$ cat config.mk
export PLATFORM = sky130hd
export DESIGN_NAME = pc_ctrl
export DESIGN_NICKNAME = d
export VERILOG_FILES = /design/src/rtl/pc_ctrl_pkg.sv /design/src/rtl/pc_ctrl_ret_stack.sv /design/src/rtl/pc_ctrl.sv
export SDC_FILE = /design/constraint.sdc
export NUM_CORES = 1
export LEC_CHECK = 0
export BUFFER_PORTS_ARGS = -buffer_cell sky130_fd_sc_hd__buf_2
export CAP_MARGIN = 30
export CORE_MARGIN = 1.5
export CORE_UTILIZATION = 45
export DETAILED_ROUTE_END_ITERATION = 8
export GPL_ROUTABILITY_DRIVEN = 0
export PLACE_DENSITY = 0.72
export SLEW_MARGIN = 0
export SYNTH_ARGS = -nofsm -noshare
export SYNTH_HDL_FRONTEND = slang
export SYNTH_SLANG_ARGS = --single-unit
$ cat constraint.sdc
create_clock -name clk -period 1.8 [get_ports clk]
set_input_delay 0.18 -clock clk [delete_from_list [all_inputs] [get_ports clk]]
set_output_delay 0.18 -clock clk [all_outputs]
set_load 0.01 [all_outputs]
$ cat src/rtl/pc_ctrl_pkg.sv
// Shared definitions for the program-counter controller: next-PC select codes.
package pc_ctrl_pkg;

  localparam int SEL_W = 3;

  typedef enum logic [SEL_W-1:0] {
    SEL_HOLD = 3'd0,
    SEL_RET  = 3'd1,
    SEL_CALL = 3'd2,
    SEL_JUMP = 3'd3,
    SEL_BR   = 3'd4,
    SEL_INC  = 3'd5
  } sel_t;

endpackage

$ cat src/rtl/pc_ctrl_ret_stack.sv
// Return-address LIFO: register array indexed by the depth pointer; top_dat is the newest entry.
// Updates on the clock edge after push/pop; a push when full or a pop when empty is dropped and flagged.
module pc_ctrl_ret_stack #(
  parameter int W     = 4,
  parameter int DEPTH = 2
) (
  input  logic                       clk,
  input  logic                       rst,
  input  logic                       push,
  input  logic                       pop,
  input  logic [W-1:0]               push_dat,
  output logic [W-1:0]               top_dat,
  output logic [$clog2(DEPTH+1)-1:0] depth,
  output logic                       full,
  output logic                       empty,
  output logic                       ovf,
  output logic                       udf
);

  localparam int DW = $clog2(DEPTH + 1);

  logic [W-1:0] mem [DEPTH];
  logic         do_push;
  logic         do_pop;

  assign full    = (depth == DW'(DEPTH));
  assign empty   = (depth == '0);
  assign ovf     = push & full;
  assign udf     = pop & empty;
  // Pop takes precedence if both are requested in the same cycle.
  assign do_pop  = pop & ~empty;
  assign do_push = push & ~full & ~pop;

  always_comb begin
    top_dat = '0;
    for (int i = 0; i < DEPTH; i++) begin
      if (DW'(i + 1) == depth) top_dat = mem[i];
    end
  end

  always_ff @(posedge clk) begin
    if (rst) begin
      depth <= '0;
    end else if (do_pop) begin
      depth <= depth - DW'(1);
    end else if (do_push) begin
      depth <= depth + DW'(1);
    end
  end

  always_ff @(posedge clk) begin
    for (int i = 0; i < DEPTH; i++) begin
      if (do_push && (DW'(i) == depth)) mem[i] <= push_dat;
    end
  end

endmodule

$ cat src/rtl/pc_ctrl.sv
// Program-counter controller with stall, jump, relative branch and call/return via a return-address stack.
// One-cycle latency from control inputs to PC_CURR; stall freezes PC, stack and error flag.
module pc_ctrl
  import pc_ctrl_pkg::*;
#(
  parameter int           W         = 4,
  parameter int           DEPTH     = 2,
  parameter logic [W-1:0] RESET_VEC = '0
) (
  input  logic                       clk,
  input  logic                       set_pc,
  input  logic                       stall,
  input  logic                       jump,
  input  logic [W-1:0]               jump_addr,
  input  logic                       branch,
  input  logic [W-1:0]               branch_off,
  input  logic                       call,
  input  logic [W-1:0]               call_addr,
  input  logic                       ret,
  output logic [W-1:0]               PC_CURR,
  output logic [$clog2(DEPTH+1)-1:0] stack_depth,
  output logic                       stack_full,
  output logic                       stack_empty,
  output logic                       stack_err
);

  sel_t         sel;
  logic [W-1:0] next_pc;
  logic [W-1:0] top_dat;
  logic [W-1:0] pc_inc;
  logic         push;
  logic         pop;
  logic         ovf;
  logic         udf;

  assign pc_inc = PC_CURR + W'(1);

  // Only the winning request reaches the stack, so losing call/ret never push or pop.
  assign pop  = ~set_pc & ~stall & ret;
  assign push = ~set_pc & ~stall & ~ret & call;

  always_comb begin
    sel = SEL_INC;
    if (stall) begin
      sel = SEL_HOLD;
    end else if (ret) begin
      sel = stack_empty ? SEL_HOLD : SEL_RET;
    end else if (call) begin
      sel = stack_full ? SEL_HOLD : SEL_CALL;
    end else if (jump) begin
      sel = SEL_JUMP;
    end else if (branch) begin
      sel = SEL_BR;
    end
  end

  always_comb begin
    next_pc = pc_inc;
    unique case (sel)
      SEL_HOLD: next_pc = PC_CURR;
      SEL_RET:  next_pc = top_dat;
      SEL_CALL: next_pc = call_addr;
      SEL_JUMP: next_pc = jump_addr;
      SEL_BR:   next_pc = PC_CURR + branch_off;
      SEL_INC:  next_pc = pc_inc;
      default:  next_pc = pc_inc;
    endcase
  end

  always_ff @(posedge clk) begin
    if (set_pc) begin
      PC_CURR   <= RESET_VEC;
      stack_err <= 1'b0;
    end else begin
      PC_CURR <= next_pc;
      if (ovf || udf) stack_err <= 1'b1;
    end
  end

  pc_ctrl_ret_stack #(
    .W     (W),
    .DEPTH (DEPTH)
  ) u_ret_stack (
    .clk      (clk),
    .rst      (set_pc),
    .push     (push),
    .pop      (pop),
    .push_dat (pc_inc),
    .top_dat  (top_dat),
    .depth    (stack_depth),
    .full     (stack_full),
    .empty    (stack_empty),
    .ovf      (ovf),
    .udf      (udf)
  );

endmodule

; ---- Word level (Yosys, flattened, before mapping)
; Memory sizes are Yosys's and may differ from the RTL's.
; Cells that the tools add are included.
; Widths: inputs -> output; s select.
[word_totals]
ff_bits = 7
ram_bits = 8
in_bits = 19
word_cells = 56
mem_count = 1
[memory_table]
columns = name, words, width, rd, rd_ports_with_merged_regs, write_ports, line
row1 = u_ret_stack.mem, 2, 4, 2, 0, 1, pc_ctrl_ret_stack.sv:22  ; logic [W-1:0] mem [DEPTH];
[classes]
n_addsub = 4
n_eq_ne = 7
muxes = 19
bitwise = 15
reduce_logical = 7
[ops]
columns = operator, count
row1 = $pmux 4 s5, 1
row2 = $mux 3, 4
row3 = $mux 4, 3
row4 = $and 1x1->1, 9
row5 = $mux 1, 8
row6 = $eq 3x2->1 const B, 2
row7 = $mux 2, 3
row8 = $not 1->1, 6
row9 = $add 4x1->4 const B, 1
row10 = $add 4x4->4, 1
row11 = $reduce_or 4->1, 1
row12 = $eq 3x1->1 const B, 1
row13 = $eq 3x3->1 const B, 1
row14 = $logic_not 3->1, 1
row15 = $add 2x1->2 const B, 1
row16 = $eq 1x2->1 const A, 1
row17 = $eq 2x2->1 const A, 1
row18 = $eq 2x2->1 const B, 1
row19 = $logic_and 1x1->1, 2
row20 = $logic_not 2->1, 1
row21 = $reduce_bool 2->1, 1
row22 = $sub 2x1->2 const B, 1
row23 = $logic_or 1x1->1, 1

; ---- Depth between registers and ports, before layout
; Gate-level depths: netlist of the first run.
[depth]
depth_word = 11
depth_mapped = 7
depth_no_buf = 7

; ---- Modules after synthesis
; Synthesis of the first run repeated with hierarchy kept, for this count alone.
[unflattened]
cells_unflattened = 123
area_unflattened_um2 = 1121.1
[modules_own_cells]
columns = mod, n_inst, cells_each, area_per_inst_um2, seq_area_each_um2
row1 = pc_ctrl, 1, 83, 635.6, 100.1
row2 = pc_ctrl_ret_stack, 1, 40, 485.5, 280.3

; ---- Worst setup path before layout of the first run
; No wires, ideal clock.
[synth_path]
kind = register -> register
start = reg u_ret_stack.depth[0]
end = reg PC_CURR[3]
setup_ps = 103
arrival_ps = 1813
path_slack_ps = -116
stages_incl_launch_ff = 8
path_buffers = 0
path_cell_list = dfxtp_1 inv_1 ha_1 and2_1 o31ai_1 nand2b_1 and3b_1 a2111oi_2
[synth_via]
elab_chain_len = 7
[synth_lines]
columns = item, line
row1 = from (decl), pc_ctrl_ret_stack.sv:13  ; output logic [$clog2(DEPTH+1)-1:0] depth,
row2 = from (signal assigned), pc_ctrl_ret_stack.sv:45  ; depth <= depth - DW'(1);
row3 = from (signal assigned), pc_ctrl_ret_stack.sv:47  ; depth <= depth + DW'(1);
row4 = $eq 2x2->1 *, pc_ctrl_ret_stack.sv:26  ; assign full = (depth == DW'(DEPTH));
row5 = named net stack_full, pc_ctrl.sv:22  ; output logic stack_full,
row6 = $mux 2 *, pc_ctrl.sv:49  ; sel = stack_full ? SEL_HOLD : SEL_CALL;
row7 = $mux 3 *, pc_ctrl.sv:48  ; end else if (call) begin
row8 = $mux 3 *, pc_ctrl.sv:46  ; end else if (ret) begin
row9 = $mux 3 *, pc_ctrl.sv:44  ; if (stall) begin
row10 = $eq 3x3->1 (tied with other cells), pc_ctrl.sv:59  ; unique case (sel)
row11 = $pmux 4 s5, pc_ctrl.sv:59
row12 = to (signal assigned), pc_ctrl.sv:75  ; PC_CURR <= next_pc;
row13 = to (decl), pc_ctrl.sv:20  ; output logic [W-1:0] PC_CURR,
; Mark *: on every way through the listed nets, which the timed path passes. The rest lies on a longest branch.
; A chain may end at the register's enable or synchronous reset.

; ---- Worst setup path after layout of the first run
[layout_path]
start = reg u_ret_stack.depth[0]
end = reg PC_CURR[0]
[layout_via]
elab_chain_len = 7
[layout_lines]
columns = item, line
row1 = $eq 2x2->1, "pc_ctrl_ret_stack.sv:26, pc_ctrl_ret_stack.sv:37"
row2 = $mux 2, pc_ctrl.sv:49
row3 = $mux 3, pc_ctrl.sv:48
row4 = $mux 3, pc_ctrl.sv:46
row5 = $mux 3, pc_ctrl.sv:44
row6 = $eq 3x3->1 (tied with other cells), pc_ctrl.sv:59
row7 = $pmux 4 s5, pc_ctrl.sv:59
; Several ways; a longest one is shown, not always the timed one.

==> results.py, run 1 <==
metrics = {
    "run_status": {
        "outcome": "complete, no violations",
    },
    "power": {
        "power_density_nw_per_um2": 643.7,
        "p_leak_nw": 0.5841,
        "vdd_ir_drop_max_v": 0.0004944,
    },
    "drt": {
        "num_vias": 941,
        "drt-total-wl_mm": 2.392,
        "viasPerCell": 5.503,
        "antenna_left": 0,
        "drc": 0,
        "dr.pass1.iters": 4,
        "routedWlPerCell_um": 13.99,
        "first_iter_violations": 15,
    },
    "timing": {
        "slew_headroom_pct": 78.43,
        "rsz0062_at_grt": "yes",
        "setup_viol": 0,
        "hold_viol": 0,
        "slew_violations": 0,
        "tightest_slew_ns": 0.3212,
        "worst_slack_ns": 0.03281,
        "min_period_over_period_pct": 98.18,
        "fin_crit_ns": 1.767,
        "max_freq_ghz": 0.5659,
        "fin_skew_ns": 0.007274,
    },
    "yosys": {
        "yosys-top-cells-count": "nor2_1 (13), edfxtp_1 (8), dfxtp_1 (7), ha_1 (7)",
        "yosys.cell_types.count": 34,
        "yosysMostFrequentCell": "nor2_1",
        "netlist.area_leader.share_pct": 24.37,
        "async_flop_share_pct": 0,
        "yosys-top-cells-area": "edfxtp_1 (24%), dfxtp_1 (14%), ha_1 (8.9%)",
        "synth_nets": 126,
        "synth_area_per_cell_um2": 9.959,
        "netlist_area_um2": 985.9,
        "synth_largest_area_cell": "edfxtp_1",
        "synth-seq-cells": 15,
        "yosysWarnings": 0,
        "synth_seq_area_share_pct": 38.58,
        "synth-edff-count": 8,
        "synthCells": 99,
        "ys_dominant_reg_cell": "edfxtp_1",
    },
    "grt": {
        "track_usage_pct": 21.05,
        "antenna_found_initial": 0,
        "grt_pass1_vias": 911,
        "grt_pass1_wl_mm": 3.981,
        "overflow": 0,
        "grt_max_degree": 16,
    },
    "hold_path": {
        "min_path_type": "in -> reg",
    },
    "flow_run": {
        "drv_cap": 0,
    },
    "placed_design": {
        "io_buffer_count": 27,
        "hpwl_mm": 1.818,
        "place_ws_ns": -0.03675,
        "dpl.cell_count": 160,
        "post_dp_cell_area_um2": 1240,
    },
    "clock_network": {
        "cts_root_buf": "clkbuf_4",
        "cts.sinks": 15,
        "cts_tree": "built",
        "clk_latency_ns": 0.28,
        "cts_inserted_buffers": 3,
        "h-tree-depth": 1,
        "cts.clk_slew.worst_paths_ns": 0.09,
        "clk_path_buf_depth": 2,
    },
    "floorplanning": {
        "die_x_um": 49.81,
        "die-area_um2": 2481,
        "fp.dieH_um": 49.81,
        "io_pins": 28,
        "core-area_um2": 2022,
        "start_util_pct": 48.76,
        "fp-row-count": 16,
    },
    "cells_and_area": {
        "nets": 172,
        "antennaDiodeCount": 0,
        "fill_cells": 169,
        "utilization_pct": 67.20,
        "seq_area_um2": 385.4,
        "area_growth_pct": 37.82,
        "design_area_um2": 1359,
        "layout.cells.non_filler": 171,
        "multi_input_area_um2": 640.6,
        "drive_above_1_share_pct": 42.36,
    },
    "critical_path": {
        "crit_type": "reg -> reg",
        "worstSetupEndpointType": "register",
        "arrival_ns": 1.94,
        "cp.required_ns": 1.97,
        "cp_max_fo": 5,
        "cp-start-kind": "register",
    },
}
==> kinds of logic (layout without fill, tap and decap cells) <==
family                   Yosys count  after routing  share of synthesized area [%]
buffers and inverters              5             50                          1.904
XOR/XNOR                           6              6                          5.331
AND/OR/NAND/NOR                   33             33                          18.15
flip-flops                        15             15                          38.58
adder cells (fa/ha/maj)            8              8                          10.91
AO/OA/AOI/OAI                     32             32                          25.13
==> cells in the final DEF (no fill, tap or decap), types with 2 or more instances in the layout <==
cell and n:
o21ai_1 4, clkbuf_4 3, xor2_1 3, nor2b_1 2
buf_4 16, nor2_1 13, edfxtp_1 8, xnor2_1 3
dfxtp_1 5, ha_4 2, ha_1 5, o21ai_0 3
nor3b_1 3, and3_1 2, a221oi_2 2, a22oi_1 4
and2_1 3, a21oi_1 2, a211oi_1 4, and3b_1 2
inv_4 2, buf_2 27, o21a_1 4
==> state kept, by name (all words and copies together), names as in the netlist <==
register and count:
u_ret_stack.mem 8, PC_CURR 4, u_ret_stack.depth 2, stack_err 1
==> layer usage <==
metal / vias to the layer above / share of wire (%) / global-route usage, %
met2: 30 / 53 / 37.11
li1: 460 / - / -
met5: - / 0 / 0
met3: 4 / 3.9 / 3.030
met4: 0 / 0.71 / 5.556
met1: 447 / 42 / 26.73
==> what timing repair did <==
action / 4_1_cts / 5_1_grt
endpoints found under the hold margin: 0 / 0
setup buffers: 1 / 6
hold buffers: 0 / 0
gates resized for setup: 1 / 11
pin swaps: 0 / 9
endpoints found under the setup margin: 2 / 4
==> metrics by stage <==
step | TNS (ns) | power (mW) | hold slack [ns]
detailed placement | -0.03675 | 0.6552 | 0.4710
floorplan | 0 | 0.5524 | 0.3907
global placement | 0 | 0.6452 | 0.4538
CTS | 0 | 0.8517 | 0.1749
finish | 0 | 0.8746 | 0.1768
global route | -0.2444 | 0.9301 | 0.1778
==> critical path, cell delays in order, from the launching register on <==
cell	delay, ns
dfxtp_2	0.36
inv_4	0.05
ha_4	0.17
and2_1	0.17
o31ai_1	0.23
nand2b_1	0.15
buf_4	0.18
a221oi_1	0.23
a211oi_1	0.11
==> area by class of cell <==
cell class | count | area share [%]
clock buffers | 3 | 1.657
clock inverters | 1 | 0.3683
inverters | 3 | 1.197
multi-input cells | 79 | 47.15
flip-flops and latches | 15 | 28.36
well taps | 27 | 2.486
repair buffers | 43 | 18.78
==> report_power, final <==
group / switching [mW] / internal (mW) / total [mW] / leakage [nW]
Clock: 0.110 / 0.0825 / 0.192 / 0.0177
Combinational: 0.147 / 0.141 / 0.288 / 0.435
Sequential: 0.0132 / 0.381 / 0.394 / 0.131
==> final timing paths <==
check | from | endpoint | slack [ns] | cells past startpoint
worst min register to register | stack_err | stack_err | 0.49 | 2
worst max-delay path | u_ret_stack.depth[0] | PC_CURR[0] | 0.03 | 8
worst max register to register | u_ret_stack.depth[0] | PC_CURR[0] | 0.03 | 8
worst min-delay path | set_pc | u_ret_stack.depth[1] | 0.18 | 2
Power figures use the tool's default switching activity.
==> run 2: changes to the inputs <==
CORE_ASPECT_RATIO = 0.8   (was default)
==> run 2 against run 1 <==
Compared with the run above: combinational power grew 8.0%; fmax grew 1.3%; sequential power hardly changed; hold slack worse by 0.011 ns; critical path type unchanged; via count shrank 4.4%; core utilization rose by 2.8 points; final area rose by 2.0%; global-route usage is 0.33 points higher; die area barely moved; clock skew grew 0.0034 ns; total power is 3.8% higher; critical endpoint is now PC_CURR[2].
==> results.py, run 2 (synthesis gave the netlist of run 1 again) <==
metrics = {
    "run_status": {
        "outcome": "complete, no violations",
    },
    "floorplanning": {
        "fp-row-count": 14,
        "die_x_um": 55.33,
        "fp.dieH_um": 44.87,
        "core-area_um2": 1979,
        "die-area_um2": 2482,
        "io_pins": 28,
        "start_util_pct": 49.81,
    },
    "timing": {
        "fin_skew_ns": 0.01067,
        "setup_viol": 0,
        "fin_crit_ns": 1.744,
        "slew_headroom_pct": 77.38,
        "tightest_slew_ns": 0.3393,
        "slew_violations": 0,
        "hold_viol": 0,
        "max_freq_ghz": 0.5733,
        "finalSetupTns_ns": 0,
        "min_period_over_period_pct": 96.90,
    },
    "cells_and_area": {
        "top_regs": "u_ret_stack.mem x8, PC_CURR x4, u_ret_stack.depth x2",
        "final_common_cell": "buf_2",
        "regMostFlops": "u_ret_stack.mem",
        "largest_reg_flops": 8,
        "fill_cells": 151,
        "mostFrequentLayoutCells": "buf_2 (27), nor2_1 (13), buf_4 (12), edfxtp_1 (8)",
        "nets": 168,
        "area_growth_pct": 40.61,
        "antennaDiodeCount": 0,
        "drive_above_1_share_pct": 47.14,
    },
    "clock_network": {
        "cts_root_buf": "clkbuf_4",
        "cts_hold_buf": 0,
        "cts.clk_slew.worst_paths_ns": 0.10,
        "cts_inserted_buffers": 3,
        "cts.sinks": 15,
        "clk_path_buf_depth": 2,
        "clk_latency_ns": 0.30,
        "h-tree-depth": 1,
        "cts_tree": "built",
    },
    "critical_path": {
        "cp_max_fo": 5,
        "cp-start-kind": "register",
        "cp_slowest_cell": "dfxtp_2",
        "slowest_delay_ns": 0.35,
        "cp.required_ns": 1.97,
        "crit_type": "reg -> reg",
        "arrival_ns": 1.91,
        "path_cells": "inv_2 -> ha_4 -> and3b_1 -> a211oi_4 -> o21ai_1 -> a221oi_1 -> a211oi_1",
        "worstSetupEndpointType": "register",
    },
    "drt": {
        "antenna_left": 0,
        "first_iter_violations": 22,
        "drt-total-wl_mm": 2.544,
        "num_vias": 900,
        "viasPerCell": 5.488,
        "dr.pass1.iters": 4,
        "routedWlPerCell_um": 15.51,
        "drc": 0,
    },
    "power": {
        "total_power_uw": 907.9,
        "power_density_nw_per_um2": 654.9,
        "vdd_ir_drop_max_v": 0.0005223,
        "p_leak_nw": 0.5796,
    },
    "grt": {
        "grt_pass1_wl_mm": 4.057,
        "antenna_found_initial": 0,
        "track_usage_pct": 21.38,
        "grt_pass1_vias": 914,
        "grt_max_degree": 16,
        "overflow": 0,
    },
    "placed_design": {
        "hpwl_mm": 1.877,
        "io_buffer_count": 27,
    },
    "flow_run": {
        "drv_cap": 0,
    },
    "hold_path": {
        "min_path_type": "in -> reg",
    },
}
## run 2: critical path, delay by kind of cell, from the launching register on
kind,cells,cell delay [ns]
flops,1,0.35
compound gates,4,0.83
simple gates,1,0.21
fa+ha+maj,1,0.16
buf+inv,1,0.07
## run 2: routing by layer
| metal | vias up | GRT usage, % | part of all wire (%) |
|---|---|---|---|
| li1 | 452 | - | - |
| met1 | 419 | 27.49 | 48 |
| met2 | 22 | 36.90 | 47 |
| met3 | 7 | 2.006 | 2.6 |
| met4 | 0 | 11.22 | 2.3 |
| met5 | - | 0 | 0 |
## run 2: final timing paths
| path | startpoint | to | slack [ns] | cells after the start |
|---|---|---|---|---|
| min | set_pc | u_ret_stack.depth[0] | 0.17 | 2 |
| min reg2reg | stack_err | stack_err | 0.49 | 2 |
| max reg2reg | u_ret_stack.depth[0] | PC_CURR[2] | 0.06 | 7 |
| max | u_ret_stack.depth[0] | PC_CURR[2] | 0.06 | 7 |
## run 2: cell type report
class | count | area [µm²] | area share (%)
Clock buffer | 4 | 26.28 | 1.895
Inverter | 3 | 11.26 | 0.8123
Tap cell | 24 | 30.03 | 2.166
Multi-Input combinational cell | 79 | 708.2 | 51.08
Sequential cell | 15 | 385.4 | 27.80
Timing Repair Buffer | 39 | 225.2 | 16.25
## run 2: where the power goes
part | total (mW) | internal [mW] | leakage (nW) | switching, mW
registers | 0.393 | 0.381 | 0.131 | 0.0114
logic | 0.311 | 0.146 | 0.433 | 0.165
clock network | 0.204 | 0.0863 | 0.0150 | 0.118
## run 2: timing repair
item | in CTS | in global routing
buffers inserted | 3 | 1
gates resized for setup | 5 | 20
pin swaps | 1 | 6
endpoints found under the setup margin | 4 | 4
## run 2: stage by stage
stage               setup WS (ns)  cell area [µm²]  std cells  utilization [%]  hold slack [ns]
floorplan                0.005440             1011         99                -           0.3907
global placement         -0.08226             1229        156            62.07           0.4529
detailed placement       -0.09189             1229        156            62.07           0.4635
CTS                     -0.005067             1295        163            65.42           0.1621
global route             -0.08348             1386        164            70.04           0.1823
finish                    0.05575             1386        164            70.04           0.1656
